$ cat src/rtl/irq_pkg.sv
// Shared constants for the platform interrupt controller: register word
// offsets and the width of a source ID.
package irq_pkg;

    localparam int ID_W = 5;

    localparam logic [5:0] IRQ_PENDING   = 6'h00;
    localparam logic [5:0] IRQ_ENABLE    = 6'h01;
    localparam logic [5:0] IRQ_MODE      = 6'h02;
    localparam logic [5:0] IRQ_THRESH    = 6'h03;
    localparam logic [5:0] IRQ_CLAIM     = 6'h04;
    localparam logic [5:0] IRQ_PRIO_BASE = 6'h08;

endpackage

$ cat src/rtl/irq_gateway.sv
// Per-source gateway: synchroniser, edge detect, pending and in-service flags.
// A claim sets in_service and clears an edge pending; a new edge the same cycle wins.
module irq_gateway (
    input  logic clk,
    input  logic rst,
    input  logic src,
    input  logic edge_mode,
    input  logic claim,
    input  logic complete,
    input  logic mode_chg,
    output logic pending,
    output logic in_service
);

    logic s1_r;
    logic s2_r;
    logic s3_r;
    logic pending_r;
    logic in_service_r;
    logic edge_evt_s;
    logic pending_nxt_s;

    // Next pending value: mode change clears, edge mode latches events, level mode follows s2
    always_comb begin
        edge_evt_s    = s2_r & ~s3_r;
        pending_nxt_s = pending_r;
        if (mode_chg) begin
            pending_nxt_s = 1'b0;
        end else if (edge_mode) begin
            if (edge_evt_s) begin
                pending_nxt_s = 1'b1;
            end else if (claim) begin
                pending_nxt_s = 1'b0;
            end else begin
                pending_nxt_s = pending_r;
            end
        end else begin
            pending_nxt_s = s2_r;
        end
    end

    // Synchroniser, pending and in-service state
    always_ff @(posedge clk) begin
        if (rst) begin
            s1_r         <= 1'b0;
            s2_r         <= 1'b0;
            s3_r         <= 1'b0;
            pending_r    <= 1'b0;
            in_service_r <= 1'b0;
        end else begin
            s1_r      <= src;
            s2_r      <= s1_r;
            s3_r      <= s2_r;
            pending_r <= pending_nxt_s;
            if (claim) begin
                in_service_r <= 1'b1;
            end else if (complete) begin
                in_service_r <= 1'b0;
            end else begin
                in_service_r <= in_service_r;
            end
        end
    end

    assign pending    = pending_r;
    assign in_service = in_service_r;

endmodule

$ cat src/rtl/irq_ctrl.sv
// Platform interrupt controller: NUM_SRC gated sources, priority arbitration,
// claim/complete bookkeeping and a word-addressed register port.
module irq_ctrl
    import irq_pkg::*;
#(
    parameter int NUM_SRC = 8,
    parameter int PRIO_W  = 3
) (
    input  logic               clk,
    input  logic               rst,
    input  logic [NUM_SRC-1:0] src,
    input  logic               re,
    input  logic               we,
    input  logic [5:0]         addr,
    input  logic [31:0]        wdata,
    output logic [31:0]        rdata,
    output logic               ei,
    output logic [ID_W-1:0]    irq_id
);

    logic [NUM_SRC-1:0] enable_r;
    logic [NUM_SRC-1:0] mode_r;
    logic [PRIO_W-1:0]  thresh_r;
    logic [PRIO_W-1:0]  prio_r [NUM_SRC];

    logic [NUM_SRC-1:0] pending_s;
    logic [NUM_SRC-1:0] in_service_s;
    logic [NUM_SRC-1:0] claim_s;
    logic [NUM_SRC-1:0] complete_s;
    logic [NUM_SRC-1:0] mode_chg_s;

    logic [PRIO_W-1:0]  best_prio_s;
    logic [ID_W-1:0]    best_id_s;
    logic [31:0]        read_data_s;
    logic               claim_rd_s;
    logic               complete_wr_s;
    logic               mode_wr_s;
    logic               wdata_unused_s;

    logic [31:0]        rdata_r;
    logic               ei_r;
    logic [ID_W-1:0]    irq_id_r;

    assign claim_rd_s     = re && (addr == IRQ_CLAIM);
    assign complete_wr_s  = we && (addr == IRQ_CLAIM);
    assign mode_wr_s      = we && (addr == IRQ_MODE);
    assign wdata_unused_s = ^wdata;

    // Max-priority scan; starting from THRESHOLD with a strict compare gives ties to the lowest index
    always_comb begin
        best_prio_s = thresh_r;
        best_id_s   = {ID_W{1'b0}};
        for (int i = 0; i < NUM_SRC; i++) begin
            if (pending_s[i] && enable_r[i] && !in_service_s[i] && (prio_r[i] > best_prio_s)) begin
                best_prio_s = prio_r[i];
                best_id_s   = ID_W'(i + 1);
            end else begin
                best_prio_s = best_prio_s;
            end
        end
    end

    // Per-source claim, complete and mode-change strobes
    always_comb begin
        claim_s    = {NUM_SRC{1'b0}};
        complete_s = {NUM_SRC{1'b0}};
        mode_chg_s = {NUM_SRC{1'b0}};
        for (int i = 0; i < NUM_SRC; i++) begin
            claim_s[i]    = claim_rd_s && (best_id_s == ID_W'(i + 1));
            complete_s[i] = complete_wr_s && (wdata[ID_W-1:0] == ID_W'(i + 1));
            mode_chg_s[i] = mode_wr_s && (wdata[i] != mode_r[i]);
        end
    end

    for (genvar g = 0; g < NUM_SRC; g++) begin : g_gw
        irq_gateway u_gw (
            .clk        (clk),
            .rst        (rst),
            .src        (src[g]),
            .edge_mode  (mode_r[g]),
            .claim      (claim_s[g]),
            .complete   (complete_s[g]),
            .mode_chg   (mode_chg_s[g]),
            .pending    (pending_s[g]),
            .in_service (in_service_s[g])
        );
    end

    // Register read mux; unmapped words and unused upper bits read 0
    always_comb begin
        read_data_s = 32'h0000_0000;
        case (addr)
            IRQ_PENDING: read_data_s[NUM_SRC-1:0] = pending_s;
            IRQ_ENABLE:  read_data_s[NUM_SRC-1:0] = enable_r;
            IRQ_MODE:    read_data_s[NUM_SRC-1:0] = mode_r;
            IRQ_THRESH:  read_data_s[PRIO_W-1:0]  = thresh_r;
            IRQ_CLAIM:   read_data_s[ID_W-1:0]    = best_id_s;
            default: begin
                for (int i = 0; i < NUM_SRC; i++) begin
                    if (addr == (IRQ_PRIO_BASE + 6'(i))) begin
                        read_data_s[PRIO_W-1:0] = prio_r[i];
                    end else begin
                        read_data_s = read_data_s;
                    end
                end
            end
        endcase
    end

    // Configuration registers
    always_ff @(posedge clk) begin
        if (rst) begin
            enable_r <= {NUM_SRC{1'b0}};
            mode_r   <= {NUM_SRC{1'b0}};
            thresh_r <= {PRIO_W{1'b0}};
            for (int i = 0; i < NUM_SRC; i++) begin
                prio_r[i] <= {PRIO_W{1'b0}};
            end
        end else if (we) begin
            case (addr)
                IRQ_ENABLE: enable_r <= wdata[NUM_SRC-1:0];
                IRQ_MODE:   mode_r   <= wdata[NUM_SRC-1:0];
                IRQ_THRESH: thresh_r <= wdata[PRIO_W-1:0];
                default: begin
                    for (int i = 0; i < NUM_SRC; i++) begin
                        if (addr == (IRQ_PRIO_BASE + 6'(i))) begin
                            prio_r[i] <= wdata[PRIO_W-1:0];
                        end else begin
                            prio_r[i] <= prio_r[i];
                        end
                    end
                end
            endcase
        end else begin
            enable_r <= enable_r;
        end
    end

    // Registered outputs; rdata holds its last value between reads
    always_ff @(posedge clk) begin
        if (rst) begin
            rdata_r  <= 32'h0000_0000;
            ei_r     <= 1'b0;
            irq_id_r <= {ID_W{1'b0}};
        end else begin
            ei_r     <= (best_id_s != {ID_W{1'b0}});
            irq_id_r <= best_id_s;
            if (re) begin
                rdata_r <= read_data_s;
            end else begin
                rdata_r <= rdata_r;
            end
        end
    end

    assign rdata  = rdata_r;
    assign ei     = ei_r;
    assign irq_id = irq_id_r;

endmodule

$ cat config.mk
export PLATFORM = sky130hd
export DESIGN_NAME = irq_ctrl
export DESIGN_NICKNAME = d
export VERILOG_FILES = /design/src/rtl/irq_pkg.sv /design/src/rtl/irq_gateway.sv /design/src/rtl/irq_ctrl.sv
export SDC_FILE = /design/constraint.sdc
export NUM_CORES = 1
export LEC_CHECK = 0
export CAP_MARGIN = 20
export CORE_MARGIN = 2
export CORE_UTILIZATION = 55
export CTS_CLUSTER_DIAMETER = 50
export DETAILED_ROUTE_END_ITERATION = 8
export DONT_BUFFER_PORTS = 1
export HOLD_SLACK_MARGIN = 0.02
export PLACE_DENSITY = 0.71
export SLEW_MARGIN = 15
export SYNTH_ARGS = -nofsm -noshare
export SYNTH_HDL_FRONTEND = slang
export SYNTH_SLANG_ARGS = --single-unit
$ cat constraint.sdc
create_clock -name clk -period 24.6 [get_ports clk]
set_input_delay 4.92 -clock clk [delete_from_list [all_inputs] [get_ports clk]]
set_output_delay 4.92 -clock clk [all_outputs]
set_load 0.05 [all_outputs]
==> results.toml, run 1 <==
[die]
core-area_um2 = 9770
start_util_pct = 56.6
num_rows = 36
ios = 88
die_h_um = 104
die_w_um = 104
die-area_um2 = 10900

[drt]
drt_wl_total_um = 13900
vias = 4733
first_iter_violations = 347
first_pass_iters = 5
vias_per_cell = 6.20
wl_per_cell_um = 18.2
postRouteAntennaNets = 0
drc = 0

[place]
dp.final_hpwl_um = 10400
postPlaceCellArea_um2 = 5510
place.gp.congestion = 0.890
io_buffers = 0

[sta]
drv_slew = 0
setup_viol = 0
post-route-period-util_pct = 57.9
hold_violations = 0
rsz0062_at_grt = "false"
fmax_mhz = 70.2
tightest_slew_ns = 1.04
min_period_ns = 14.25
slew_headroom_pct = 30.1
skew_ns = 0.0147
tns_ns = 0

[clocking]
cts_buffer_depth = 2
ctsRootBufferMaster = "clkbuf_8"
htree_levels = 3
ctsHoldBuffers = 0
cts_buffers = 9
cts_num_sinks = 96
cts.repair.resized = 0
cts_setup_buffers = 0
cts_tree = "built"
clk_latency_ns = 0.37
clk_pin_slew_ns = 0.10

[global_routing]
grt_pass1_vias = 4475
grt_max_degree = 69
antenna_found_initial = 0
grt_util_met3_pct = 5.70
met1_usage_pct = 33.3
overflow = 0
busiest_layer = "met2"
grt_pass1_wl_um = 22500
track_usage_pct = 25.8
use_met2_pct = 42.4

[synth]
syn_area_um2 = 5540
syn_area_per_cell_um2 = 8.62
synth_cells = 642
synth.distinct_cells = 77
yosysWarnings = 0
ys_ff_latch = 96
synth-edff-count = 24
yosys_most_used_dff = "dfxtp_1"
postSynth.asyncResetShare_pct = 0
yosysSeqAreaShare_pct = 39.1

[run_status]
outcome = "completed"

[layout]
final_nets = 690
final_area_um2 = 5730
final.fill_count = 889
num_antenna_cells = 0
syn2layout_area_growth_pct = 3.48
drive_gt1_share_pct = 7.77

[setup_path]
required_ns = 24.87
critPathMaxStageDelay_ns = 0.51
worstPathMaxFanout = 9
cp_slowest_cell = "or4_1"
crit_type = "reg2reg"
endpoint_kind = "register"
crit_top_cell = "ha_1"
cp.arrival_ns = 14.52
crit_path_start_kind = "register"

[power_and_ir_drop]
power_density_nw_per_um2 = 55.1
vdd_drop_max_mv = 0.0449
power_leakage_nw = 2.22

[flow_run]
maxCapViolCount = 0

[worst_hold_path]
hp-class = "reg2reg"
per-stage QoR:
stage | total power, mW | setup WS [ns] | util [%] | cells | hold slack, ns
3_3_place_gp | 0.205 | 10.74 | 56.4 | 748 | 0.418
3_5_place_dp | 0.206 | 10.60 | 56.4 | 748 | 0.425
5_1_grt | 0.325 | 9.39 | 58.6 | 764 | 0.453
4_1_cts | 0.317 | 10.59 | 58.6 | 764 | 0.448
2_1_floorplan | 0.206 | 12.59 | - | 666 | 0.414
6_report | 0.315 | 10.35 | 58.6 | 764 | 0.447
power by group:
part / switching (mW) / internal (mW)
Combinational: 0.0204 / 0.00917
Clock: 0.0625 / 0.0504
Sequential: 0.00573 / 0.167
Total: 0.0887 / 0.227
layout make-up:
| type | instances | area [µm²] | area share (%) |
|---|---|---|---|
| well taps | 133 | 166 | 2.91 |
| inverters | 22 | 82.6 | 1.44 |
| clock inverters | 7 | 95.1 | 1.66 |
| multi-input cells | 495 | 3080 | 53.8 |
| clock buffers | 9 | 124 | 2.16 |
| repair buffers | 2 | 15.0 | 0.262 |
| flip-flops and latches | 96 | 2160 | 37.7 |
synth_stat cells (all sizes together), types with 5 or more instances:
cell type | count | area share, %
a21boi | 5 | 0.68
o21a | 6 | 0.84
and2 | 6 | 0.68
nand2 | 64 | 4.3
mux2i | 16 | 2.9
o211ai | 8 | 1.3
nand3b | 5 | 0.68
a21oi | 47 | 4.4
buf | 30 | 3.9
edfxtp | 24 | 13
or2 | 6 | 0.68
nor2b | 29 | 3.3
dfxtp | 72 | 26
nor2 | 66 | 4.5
nand3 | 27 | 2.5
a22oi | 7 | 0.95
nand2b | 7 | 0.79
a211oi | 5 | 0.68
clkbuf | 23 | 1.6
nor4 | 5 | 0.57
and3 | 6 | 0.68
a211o | 5 | 0.79
o21ai | 46 | 4.2
ha | 14 | 3.2
and3b | 5 | 0.79
nor3 | 11 | 1.1
mux4 | 6 | 2.4
inv | 22 | 1.5
logic make-up (layout without fill, tap and decap cells):
group,count (synthesis),in the layout,synth area share (%)
adders and majority gates,15,15,3.35
and+or+nand+nor,254,254,23.0
xor gates and xnor gates,2,2,0.317
DFF,96,96,39.1
other,1,25,0.0677
buffers and inverters,75,40,6.98
muxes,24,24,5.74
AOI/OAI and AO/OA,175,175,21.5
per-layer routing:
| metal | vias to the layer above | part of all wire [%] |
|---|---|---|
| li1 | 2250 | - |
| met1 | 2252 | 42 |
| met2 | 208 | 48 |
| met3 | 23 | 8.1 |
| met4 | 0 | 2.0 |
| met5 | - | 0 |
state kept, by name (all words and copies together) (netlist names):
name / count
irq_id: 4
g_gw.u_gw.pending: 8
ei: 1
mode_r: 8
prio_r: 24
thresh_r: 3
rdata: 8
g_gw.u_gw.s1_r: 8
enable_r: 8
g_gw.u_gw.s2_r: 8
g_gw.u_gw.s3_r: 8
g_gw.u_gw.in_service: 8
layout by cell type (no fill, tap or decap), types with 7 or more instances in the layout:
cell type	n
ha_1	14
inv_1	22
conb_1	25
a21oi_1	45
nand2_1	64
nor2b_1	29
nand2b_1	7
mux2i_1	16
nor3_1	10
o21ai_0	43
edfxtp_1	24
clkbuf_8	9
dfxtp_1	72
nor2_1	66
a22oi_1	7
nand3_1	26
worst paths after layout:
kind,from,end,slack (ns),cells past startpoint
setup / recovery,thresh_r[2]$_SDFFE_PP0P_,g_gw[1].u_gw.pending$_SDFFE_PP0P_,10.35,62
hold / removal,g_gw[1].u_gw.s1_r$_SDFF_PP0_,g_gw[1].u_gw.s2_r$_SDFF_PP0_,0.45,1
setup reg to reg,thresh_r[2]$_SDFFE_PP0P_,g_gw[1].u_gw.pending$_SDFFE_PP0P_,10.35,62
hold reg to reg,g_gw[1].u_gw.s1_r$_SDFF_PP0_,g_gw[1].u_gw.s2_r$_SDFF_PP0_,0.45,1
worst max-delay path, delay by kind of cell, from the launching register on:
| kind | cells | cell delay (ns) |
|---|---|---|
| AOI/OAI and AO/OA | 24 | 5.53 |
| DFF | 1 | 0.43 |
| muxes | 1 | 0.31 |
| buffers and inverters | 3 | 0.43 |
| adders and majority gates | 8 | 2.23 |
| and+or+nand+nor | 26 | 5.22 |
Power figures use the tool's default switching activity.
==> inputs of run 2 (changes only) <==
Settings changed: PLACE_DENSITY 0.71 to 0.74.
Clock period 24.6 ns to 11.6 ns, I/O delays scaled along.
==> run 2 against run 1 <==
Sequential share of layout area decreased by 5.5 points. Clock skew hardly changed. Cell area up 17%.
==> results.toml, run 2 (synthesis results as in run 1) <==
[sta]
min_period_ns = 11.26
skew_ns = 0.0142
fin_ws_ns = 0.345
tightest_slew_ns = 1.01
drv_slew = 0
fmax_mhz = 88.8
setup_viol = 0
slew_headroom_pct = 32.5
hold_violations = 0
rsz0062_at_grt = "true"
post-route-period-util_pct = 97.0

[drt]
vias = 5238
first_iter_violations = 521
postRouteAntennaNets = 0
wl_per_cell_um = 17.8
drc = 0
vias_per_cell = 6.13
first_pass_iters = 6
drt_wl_total_um = 15200

[clocking]
cts_buffers = 9
htree_levels = 3
ctsHoldBuffers = 0
cts_num_sinks = 96
ctsRootBufferMaster = "clkbuf_8"
clk_pin_slew_ns = 0.10
clk_latency_ns = 0.37
cts_buffer_depth = 2
cts_tree = "built"

[place]
io_buffers = 0
dp.final_hpwl_um = 10900
place.gp.congestion = 0.917
pre_cts_ws_ns = -0.542
dp_cells = 807

[layout]
num_antenna_cells = 0
layout_commonest_cell = "buf_4"
final_cell_mix = "90 x buf_4, 72 x dfxtp_1, 62 x nor2_1"
final_nets = 781
syn2layout_area_growth_pct = 21.0
fin_cells = 855
final_util_pct = 68.5
regMostFlops = "prio_r"
largest_register_ffs = 24
drive_gt1_share_pct = 26.9

[flow_run]
maxCapViolCount = 0

[die]
die-area_um2 = 10900
ios = 88
die_h_um = 104
core-area_um2 = 9770
num_rows = 36
start_util_pct = 56.6
die_w_um = 104

[global_routing]
grt_pass1_vias = 4868
antenna_found_initial = 0
track_usage_pct = 27.3
grt_pass1_wl_um = 23900
overflow = 0
grt_max_degree = 69

[setup_path]
crit_top_cell = "ha_1"
worstPathMaxFanout = 5
critPathMaxStageDelay_ns = 0.46
crit_type = "reg2reg"
cp.arrival_ns = 11.52
required_ns = 11.86
crit_path_start_kind = "register"
cp_slowest_cell = "edfxtp_1"
endpoint_kind = "register"

[worst_hold_path]
hp-class = "reg2reg"

[power_and_ir_drop]
vdd_drop_max_mv = 0.0790
power_leakage_nw = 2.70
power_density_nw_per_um2 = 99.1
power_mw = 0.664

[run_status]
outcome = "completed"
## run 2: cell types whose count changed in the layout (fill, tap and decap cells not counted), sizes merged
cell,change
buf,+91
bufinv,-1
clkinv,+1
clkinvlp,+1
inv,-1
## run 2: report_power, final
group | internal (mW) | total [mW] | switching, mW
sequential | 0.354 | 0.367 | 0.0128
clock | 0.0833 | 0.212 | 0.129
combinational | 0.0343 | 0.0846 | 0.0503
total | 0.472 | 0.664 | 0.192
## run 2: area by class of cell
class	count	area, µm²
Multi-Input combinational cell	495	3390
Clock inverter	7	63.8
Timing Repair Buffer	93	709
Tap cell	133	166
Sequential cell	96	2160
Fill cell	822	3080
Clock buffer	9	124
Inverter	22	82.6
## run 2: worst paths after layout
| check | from | to | slack [ns] | cells after the start |
|---|---|---|---|---|
| worst min-delay path | g_gw[0].u_gw.s1_r$_SDFF_PP0_ | g_gw[0].u_gw.s2_r$_SDFF_PP0_ | 0.44 | 1 |
| worst max-delay path | prio_r[0][2]$_SDFFCE_PP0P_ | g_gw[0].u_gw.pending$_SDFFE_PP0P_ | 0.34 | 65 |
| worst min register to register | g_gw[0].u_gw.s1_r$_SDFF_PP0_ | g_gw[0].u_gw.s2_r$_SDFF_PP0_ | 0.44 | 1 |
| worst max register to register | prio_r[0][2]$_SDFFCE_PP0P_ | g_gw[0].u_gw.pending$_SDFFE_PP0P_ | 0.34 | 65 |
## run 2: critical path: cells and delay by family, from the launching register on
family,cells,cell delay [ns]
AOI/OAI and AO/OA,24,4.31
adders and majority gates,8,2.15
DFF,1,0.46
muxes,1,0.29
and+or+nand+nor,26,3.26
buffers and inverters,6,0.64
## run 2: through the flow
| step | hold slack [ns] | area [µm²] | setup TNS [ns] |
|---|---|---|---|
| after floorplan | 0.414 | 5650 | 0 |
| after global placement | 0.417 | 5970 | -5.05 |
| after detailed placement | 0.423 | 5970 | -5.68 |
| after CTS | 0.448 | 6360 | 0 |
| after global routing | 0.467 | 6700 | -1.18 |
| final | 0.444 | 6700 | 0 |
## run 2: routing by layer
layer	share of wire, %	vias up	track usage [%]	routed length [µm]
met2	50	242	47.8	7650
met1	40	2521	33.7	6060
met3	7.3	33	4.76	1120
met4	2.5	0	9.46	384
met5	0	-	0	0
li1	-	2442	-	-
## run 2: repair_timing
item,4_1_cts,5_1_grt
gates cloned,0,0
pin swaps,21,58
setup buffers,15,17
setup endpoints to repair,20,25
gates resized for setup,24,45
==> inputs of run 3 (changes only) <==
Settings changed: CORE_UTILIZATION 55 to 50, PLACE_DENSITY 0.74 to 0.69.
==> run 3 against run 2 <==
Flip-flop and latch count stayed put. Clock-buffer cell count is 2 higher. Register-to-register slack got worse by 0.24 ns. Fmax is 2.1% lower. Sequential share of layout area is 0.60 points lower. Combinational power up 2%.
==> results.toml, run 3 (synthesis results as in run 1) <==
[setup_path]
required_ns = 11.87
crit_top_cell = "a21oi_2"
cp_slowest_cell = "edfxtp_1"
endpoint_kind = "register"
crit_type = "reg2reg"
crit_path_start_kind = "register"
worst_path_dominant_cell_family = "compound AO/OA/AOI/OAI gates"
critPathMaxStageDelay_ns = 0.45
worstPathMaxFanout = 5
path_buf_inv = 5
cp.arrival_ns = 11.77

[drt]
postRouteAntennaNets = 0
first_pass_iters = 6
first_iter_violations = 532
vias_per_cell = 6.05
top_layer_used = "met4"
drc = 0
drt_wl_total_um = 16000
drt-met1-wl_um = 6640
vias = 5273
wl_met2_um = 7480
wl_per_cell_um = 18.4
wl_met3_um = 1380

[layout]
final_nets = 790
syn2layout_area_growth_pct = 23.4
largest_register_ffs = 24
final_area_um2 = 6830
regMostFlops = "prio_r"
final_cell_mix = "97 x buf_4, 71 x dfxtp_1, 58 x nor2_1, 58 x nand2_1, 37 x o21ai_0"
fin_cells = 871
num_antenna_cells = 0
final_util_pct = 63.0
drive_gt1_share_pct = 28.3
layout_commonest_cell = "buf_4"

[sta]
tightest_slew_ns = 0.946
fin_ws_ns = 0.100
tns_ns = 0
fmax_mhz = 87.0
hold_violations = 0
min_period_ns = 11.50
post-route-period-util_pct = 99.1
setup_viol = 0
fin_hold_ws_ns = 0.440
skew_ns = 0.0190
slew_headroom_pct = 36.7
drv_slew = 0
rsz0062_at_grt = "true"

[global_routing]
antenna_found_initial = 0
grt_max_degree = 69
grt_pass1_wl_um = 23000
overflow = 0
track_usage_pct = 25.3
grt_pass1_vias = 4725

[power_and_ir_drop]
power_density_nw_per_um2 = 95.3
vdd_drop_max_mv = 0.104
power_leakage_nw = 2.75
power_mw = 0.651

[place]
dp.final_hpwl_um = 10800
pre_cts_ws_ns = -0.502
postPlaceCellArea_um2 = 5970
place.gp.congestion = 0.878
dp_cells = 813
io_buffers = 0

[run_status]
outcome = "completed"

[clocking]
cts_num_sinks = 96
cts_tree = "built"
ctsRootBufferMaster = "clkbuf_8"
clk_latency_ns = 0.37
cts_buffer_depth = 2
clk_pin_slew_ns = 0.10
cts_buffers = 9
htree_levels = 3

[die]
start_util_pct = 51.1
die_h_um = 109
num_rows = 38
core-area_um2 = 10800
ios = 88
die-area_um2 = 11900
die_w_um = 109

[flow_run]
maxCapViolCount = 0

[worst_hold_path]
hp-class = "reg2reg"
[run 3: report_power, final]
part | switching (mW) | internal, mW | total [mW]
Combinational | 0.0512 | 0.0348 | 0.0860
Clock | 0.119 | 0.0785 | 0.197
Sequential | 0.0130 | 0.354 | 0.367
[run 3: layer usage]
layer	vias to the layer above	global-route usage, %
met1	2482	32.6
li1	2454	-
met2	283	41.3
met3	54	6.28
met4	0	8.95
met5	-	0
[run 3: cell type report]
cell class                      count  area [µm²]
Clock buffer                       11         131
Inverter                           22        82.6
Timing Repair Buffer              102         785
Tap cell                          140         175
Clock inverter                      5        32.5
Multi-Input combinational cell    495        3460
Sequential cell                    96        2160
Fill cell                         881        4010
[run 3: final timing paths]
path / startpoint / endpoint / slack, ns / cells past startpoint
setup / recovery: prio_r[0][1]$_SDFFCE_PP0P_ / g_gw[0].u_gw.pending$_SDFFE_PP0P_ / 0.10 / 65
hold / removal: g_gw[2].u_gw.s1_r$_SDFF_PP0_ / g_gw[2].u_gw.s2_r$_SDFF_PP0_ / 0.44 / 1
setup reg to reg: prio_r[0][1]$_SDFFCE_PP0P_ / g_gw[0].u_gw.pending$_SDFFE_PP0P_ / 0.10 / 65
hold reg to reg: g_gw[2].u_gw.s1_r$_SDFF_PP0_ / g_gw[2].u_gw.s2_r$_SDFF_PP0_ / 0.44 / 1
[run 3: timing repair]
action,in CTS,in global routing
hold buffers,0,0
buffers inserted,21,21
endpoints found under the setup margin,17,25
pin swaps,29,59
gates resized for setup,33,51
==> edit 1, RTL diff (config.mk and constraints of run 2) <==
Put one more register stage on the output `rdata`. The value now appears one clock later. The other outputs are not delayed to match. Comments in the files are not updated.
--- a/src/rtl/irq_ctrl.sv
+++ b/src/rtl/irq_ctrl.sv
@@ -155,3 +155,5 @@
 
-    assign rdata  = rdata_r;
+    always_ff @(posedge clk) begin
+        rdata <= rdata_r;
+    end
     assign ei     = ei_r;
Formal check against the unedited RTL: not equivalent (a bounded check fails within 4 cycles, from zero or initial values and one cycle with rst high).
==> edit 1 against run 2 <==
Sequential cell count grew 8; global-route usage rose by 0.31 points; final area fell by 3.2%; total power rose by 3.6%; area after synthesis decreased by 0.97%; combinational power fell by 9.8%; setup slack got worse by 0.092 ns; routed wire length up 1.9%; critical endpoint is now g_gw[2].u_gw.in_service; largest power group unchanged.
==> edit 1: results (changes against run 2) <==
\begin{tabular}{lr}
\hline
Metric & Value \\
\hline
\multicolumn{2}{l}{\textbf{Setup path}} \\
\quad Endpoint arrival time on the critical path & 11.67 ns (+0.15 ns) \\
\quad CP delay by family, top & adder cells \\
\quad Endpoint of the most critical register-to-register path & g\_gw[2].u\_gw.in\_service \\
\quad Reg-to-reg setup timing slack & 0.25 ns (-0.09 ns) \\
\quad Register-to-Register Path Depth & 62 (-4.6\%) \\
\multicolumn{2}{l}{\textbf{Pwr}} \\
\quad Power share of the sequential group & 0.574 (+0.021) \\
\quad Worst VDD drop & 0.1002 mV (+27\%) \\
\quad Leak & 2.569 nW (-5.0\%) \\
\quad Net load switching power & 0.0001911 W (-0.25\%) \\
\quad Reported combinational group power & 0.0000763 W (-9.8\%) \\
\quad Seq group & 0.000395 W (+7.6\%) \\
\multicolumn{2}{l}{\textbf{GRT}} \\
\quad GR Util met3 & 0.04720 (-0.0004196) \\
\quad Number of antenna violations at the first check in global routing & 0 (unchanged) \\
\quad Wire length of the first global-routing pass & 23.60 mm (-1.3\%) \\
\quad Number of global-route vias before repair & 4775 (-1.9\%) \\
\quad Met2 GRT Util & 0.4676 (-0.01048) \\
\quad Global routing met1 resource utilization & 0.3424 (+0.005122) \\
\multicolumn{2}{l}{\textbf{Routing}} \\
\quad 1st-iter DRT viols & 410 (-21\%) \\
\quad Met3 wirelength from detailed routing & 1.326 mm (+19\%) \\
\quad Post-detailed-routing wire length & 15.50 mm (+1.9\%) \\
\quad Via count of the routed design & 4998 (-4.6\%) \\
\quad Wire length the detailed router placed on met1 & 6.046 mm (-0.25\%) \\
\multicolumn{2}{l}{\textbf{Cells and area}} \\
\quad Total Nets Final & 736 (-5.8\%) \\
\quad Final std cells w/o fill & 810 (-5.3\%) \\
\quad Filler cell count in the final layout & 805 (-2.1\%) \\
\multicolumn{2}{l}{\textbf{Min path}} \\
\quad Min-Delay Startpoint & rdata\_r[6] \\
\quad Worst hold path stage count & 0 (-1) \\
\multicolumn{2}{l}{\textbf{Placement}} \\
\quad HPWL Detailed & 10.58 mm (-3.3\%) \\
\quad Final weighted congestion of routability-driven global placement & 0.9127 (-0.46\%) \\
\quad Placed instance area & 5762 um\^{}2 (-3.5\%) \\
\quad Pre-CTS WS & -0.4577 ns (+0.08424 ns) \\
\quad Placed cell count & 766 (-5.1\%) \\
\multicolumn{2}{l}{\textbf{Status}} \\
\quad Outcome & completed \\
\multicolumn{2}{l}{\textbf{Synth}} \\
\quad Most used standard cells in the synthesized netlist & dfxtp\_1, nand2\_1, nor2\_1 \\
\quad Sequential fraction of the synthesis area & 0.4236 (+0.03305) \\
\quad Distinct cell type count of the synthesized netlist & 70 (-9.1\%) \\
\quad Cell types occupying the most area after synthesis & dfxtp\_1, edfxtp\_1, nand2\_1, nor2\_1, a21oi\_1 \\
\multicolumn{2}{l}{\textbf{STA}} \\
\quad Post-layout min period & 11.35 ns (+0.09209 ns) \\
\quad Fin Hold WS & 0.3684 ns (-0.07578 ns) \\
\hline
\end{tabular}
-- edit 1: changes by cell type in the layout (fill, tap and decap cells not counted), sizes merged, moves of 5 or more --
cell and change:
buf -25, nand3 -16, dfxtp +8, inv -8
nor3b +7, o21ai -7, a21oi -6, a31oi +6
mux2 +6, a211o -5, nand2 +5
-- edit 1: cells by family after synthesis --
family                     after synthesis  synth area share
adders and majority gates               17           0.03743
buffers and inverters                   68           0.06414
and+or+nand+nor                        244            0.2239
AOI/OAI and AO/OA                      157            0.1858
other                                    1         0.0006841
muxes                                   29           0.06437
DFF                                    104            0.4236
-- edit 1: repair_timing --
item,4_1_cts,5_1_grt
setup buffers,17,12
hold buffers,0,0
gates resized for setup,18,46
pin swaps,10,39
endpoints found under the setup margin,24,25
-- edit 1: cell type report --
type,instances,area share
flip-flops and latches,104,0.3584
well taps,133,0.02567
multi-input cells,472,0.4964
repair buffers,68,0.08049
clock buffers,10,0.02123
inverters,17,0.009844
clock inverters,6,0.007914
==> edit 2, RTL diff (config.mk and constraints of run 2) <==
Made on the original files. Change the parameter `NUM_SRC` from 8 to 4.
--- a/src/rtl/irq_ctrl.sv
+++ b/src/rtl/irq_ctrl.sv
@@ -5,3 +5,3 @@
 #(
-    parameter int NUM_SRC = 8,
+    parameter int NUM_SRC = 4,
     parameter int PRIO_W  = 3
Interface: changed (resized src); port bits go from 88 to 84. The function was not compared with the original's and may differ.
==> edit 2 against run 2 <==
Sequential cell count is 45 lower; routed wire length is 60% lower; area after synthesis is 46% lower; highest routed layer unchanged; largest power group unchanged; critical path depth is 39 lower; maximum frequency is 68% higher; via count is 58% lower; final area is 55% lower; non-clock buffer count is 92 lower; die area is 45% lower; total power is 48% lower; setup slack better by 4.5 ns; sequential share of layout area is 5.9 points higher.
==> edit 2: results (changes against run 2) <==
\begin{tabular}{lr}
\hline
Metric & Value \\
\hline
\multicolumn{2}{l}{\textbf{Status}} \\
\quad Outcome & completed \\
\multicolumn{2}{l}{\textbf{Placement}} \\
\quad Placed instance area & 2895 um\^{}2 (-52\%) \\
\quad Pre-CTS WS & 4.904 ns (+5.446 ns) \\
\multicolumn{2}{l}{\textbf{GRT}} \\
\quad Number of global-route vias before repair & 2035 (-58\%) \\
\quad GR Util met3 & 0.04651 (-0.001107) \\
\quad Wire length of the first global-routing pass & 10.16 mm (-58\%) \\
\quad Met2 GRT Util & 0.3603 (-0.1177) \\
\quad Global routing met1 resource utilization & 0.2804 (-0.05695) \\
\multicolumn{2}{l}{\textbf{Routing}} \\
\quad 1st-iter DRT viols & 123 (-76\%) \\
\quad Met3 wirelength from detailed routing & 287 um (-74\%) \\
\quad Via count of the routed design & 2174 (-58\%) \\
\quad Detailed Routing Iterations Pass 1 & 5 (-1) \\
\quad Wire length the detailed router placed on met1 & 2.749 mm (-55\%) \\
\quad Met2 layer wire length in the routed design & 3.000 mm (-61\%) \\
\multicolumn{2}{l}{\textbf{Cells and area}} \\
\quad Fraction of final layout cells with drive strength greater than 1 & 0.1032 (-0.1655) \\
\quad Total Nets Final & 365 (-53\%) \\
\multicolumn{2}{l}{\textbf{Synth}} \\
\quad Distinct cell type count of the synthesized netlist & 65 (-16\%) \\
\quad Area share of fa/ha/maj cells after synthesis & 0.04193 (+0.008475) \\
\quad Post-synthesis mux area share & 0.08008 (+0.02267) \\
\quad Xor-xnor portion of the synthesized cell area & 0.002935 (-0.0002295) \\
\quad Post-synth EDFFs & 12 (-50\%) \\
\quad Synth Area in Compound Gates & 0.1606 (-0.05460) \\
\quad Most used standard cells in the synthesized netlist & dfxtp\_1, buf\_4, nor2\_1 \\
\quad Cell types occupying the most area after synthesis & dfxtp\_1, edfxtp\_1, buf\_4, mux4\_2, ha\_1 \\
\multicolumn{2}{l}{\textbf{Setup path}} \\
\quad Crit path max fanout & 10 (+5) \\
\quad Register-to-Register Path Depth & 26 (-60\%) \\
\multicolumn{2}{l}{\textbf{Pwr}} \\
\quad Worst VDD drop & 0.09839 mV (+25\%) \\
\quad Net load switching power & 0.0001010 W (-47\%) \\
\quad Leak & 1.147 nW (-58\%) \\
\multicolumn{2}{l}{\textbf{STA}} \\
\quad Post-layout min period & 6.717 ns (-4.539 ns) \\
\quad Setup Skew & 0.006678 ns (-0.007525 ns) \\
\multicolumn{2}{l}{\textbf{Clock network}} \\
\quad Clock latency reported for the late side of the worst-skew pair & 0.31 ns (-0.06 ns) \\
\quad Setup fix buffers added after clock tree synthesis & 0 (-15) \\
\hline
\end{tabular}
[edit 2: changes by cell type after synthesis, sizes merged, moves of 8 or more]
cell / before / now
nor2: 66 / 25
nand2: 64 / 25
o21ai: 46 / 8
dfxtp: 72 / 39
a21oi: 47 / 15
nand3: 27 / 7
clkbuf: 23 / 9
edfxtp: 24 / 12
nor2b: 29 / 18
inv: 22 / 13
mux2i: 16 / 7
o211ai: 8 / 0
[edit 2: per-stage QoR]
stage,utilization,cells,hold WS [ns]
finish,0.5781,380,0.4489
global route,0.5781,380,0.4669
CTS,0.5781,380,0.4515
detailed placement,0.5597,372,0.4322
global placement,0.5597,372,0.4225
floorplan,-,344,0.4138
[edit 2: worst max path at each step]
| stage | cells past startpoint | endpoint | from |
|---|---|---|---|
| finish | 26 | g_gw[0].u_gw.pending | thresh_r[2] |
| global route | 26 | g_gw[0].u_gw.pending | thresh_r[2] |
| CTS | 26 | g_gw[0].u_gw.pending | thresh_r[2] |
| detailed placement | 26 | g_gw[0].u_gw.pending | thresh_r[2] |
| global placement | 26 | g_gw[0].u_gw.pending | thresh_r[2] |
| floorplan | 25 | g_gw[0].u_gw.pending | prio_r[0][2] |
[edit 2: power groups by stage]
stage	clock [W]	combinational, W	sequential (W)
final	0.000109	0.0000412	0.000193
after global routing	0.000117	0.0000446	0.000194
after CTS	0.000111	0.0000412	0.000193
after detailed placement	0	0.0000411	0.000198
after global placement	0	0.0000405	0.000197
after floorplan	0	0.0000507	0.000195
[edit 2: final cells by class]
cell class	count	area [um^2]
fillers	462	2182
multi-input cells	237	1610
flip-flops and latches	51	1141
well taps	70	87.58
clock inverters	3	26.28
clock buffers	5	68.82
inverters	13	48.80
repair buffers	1	7.507
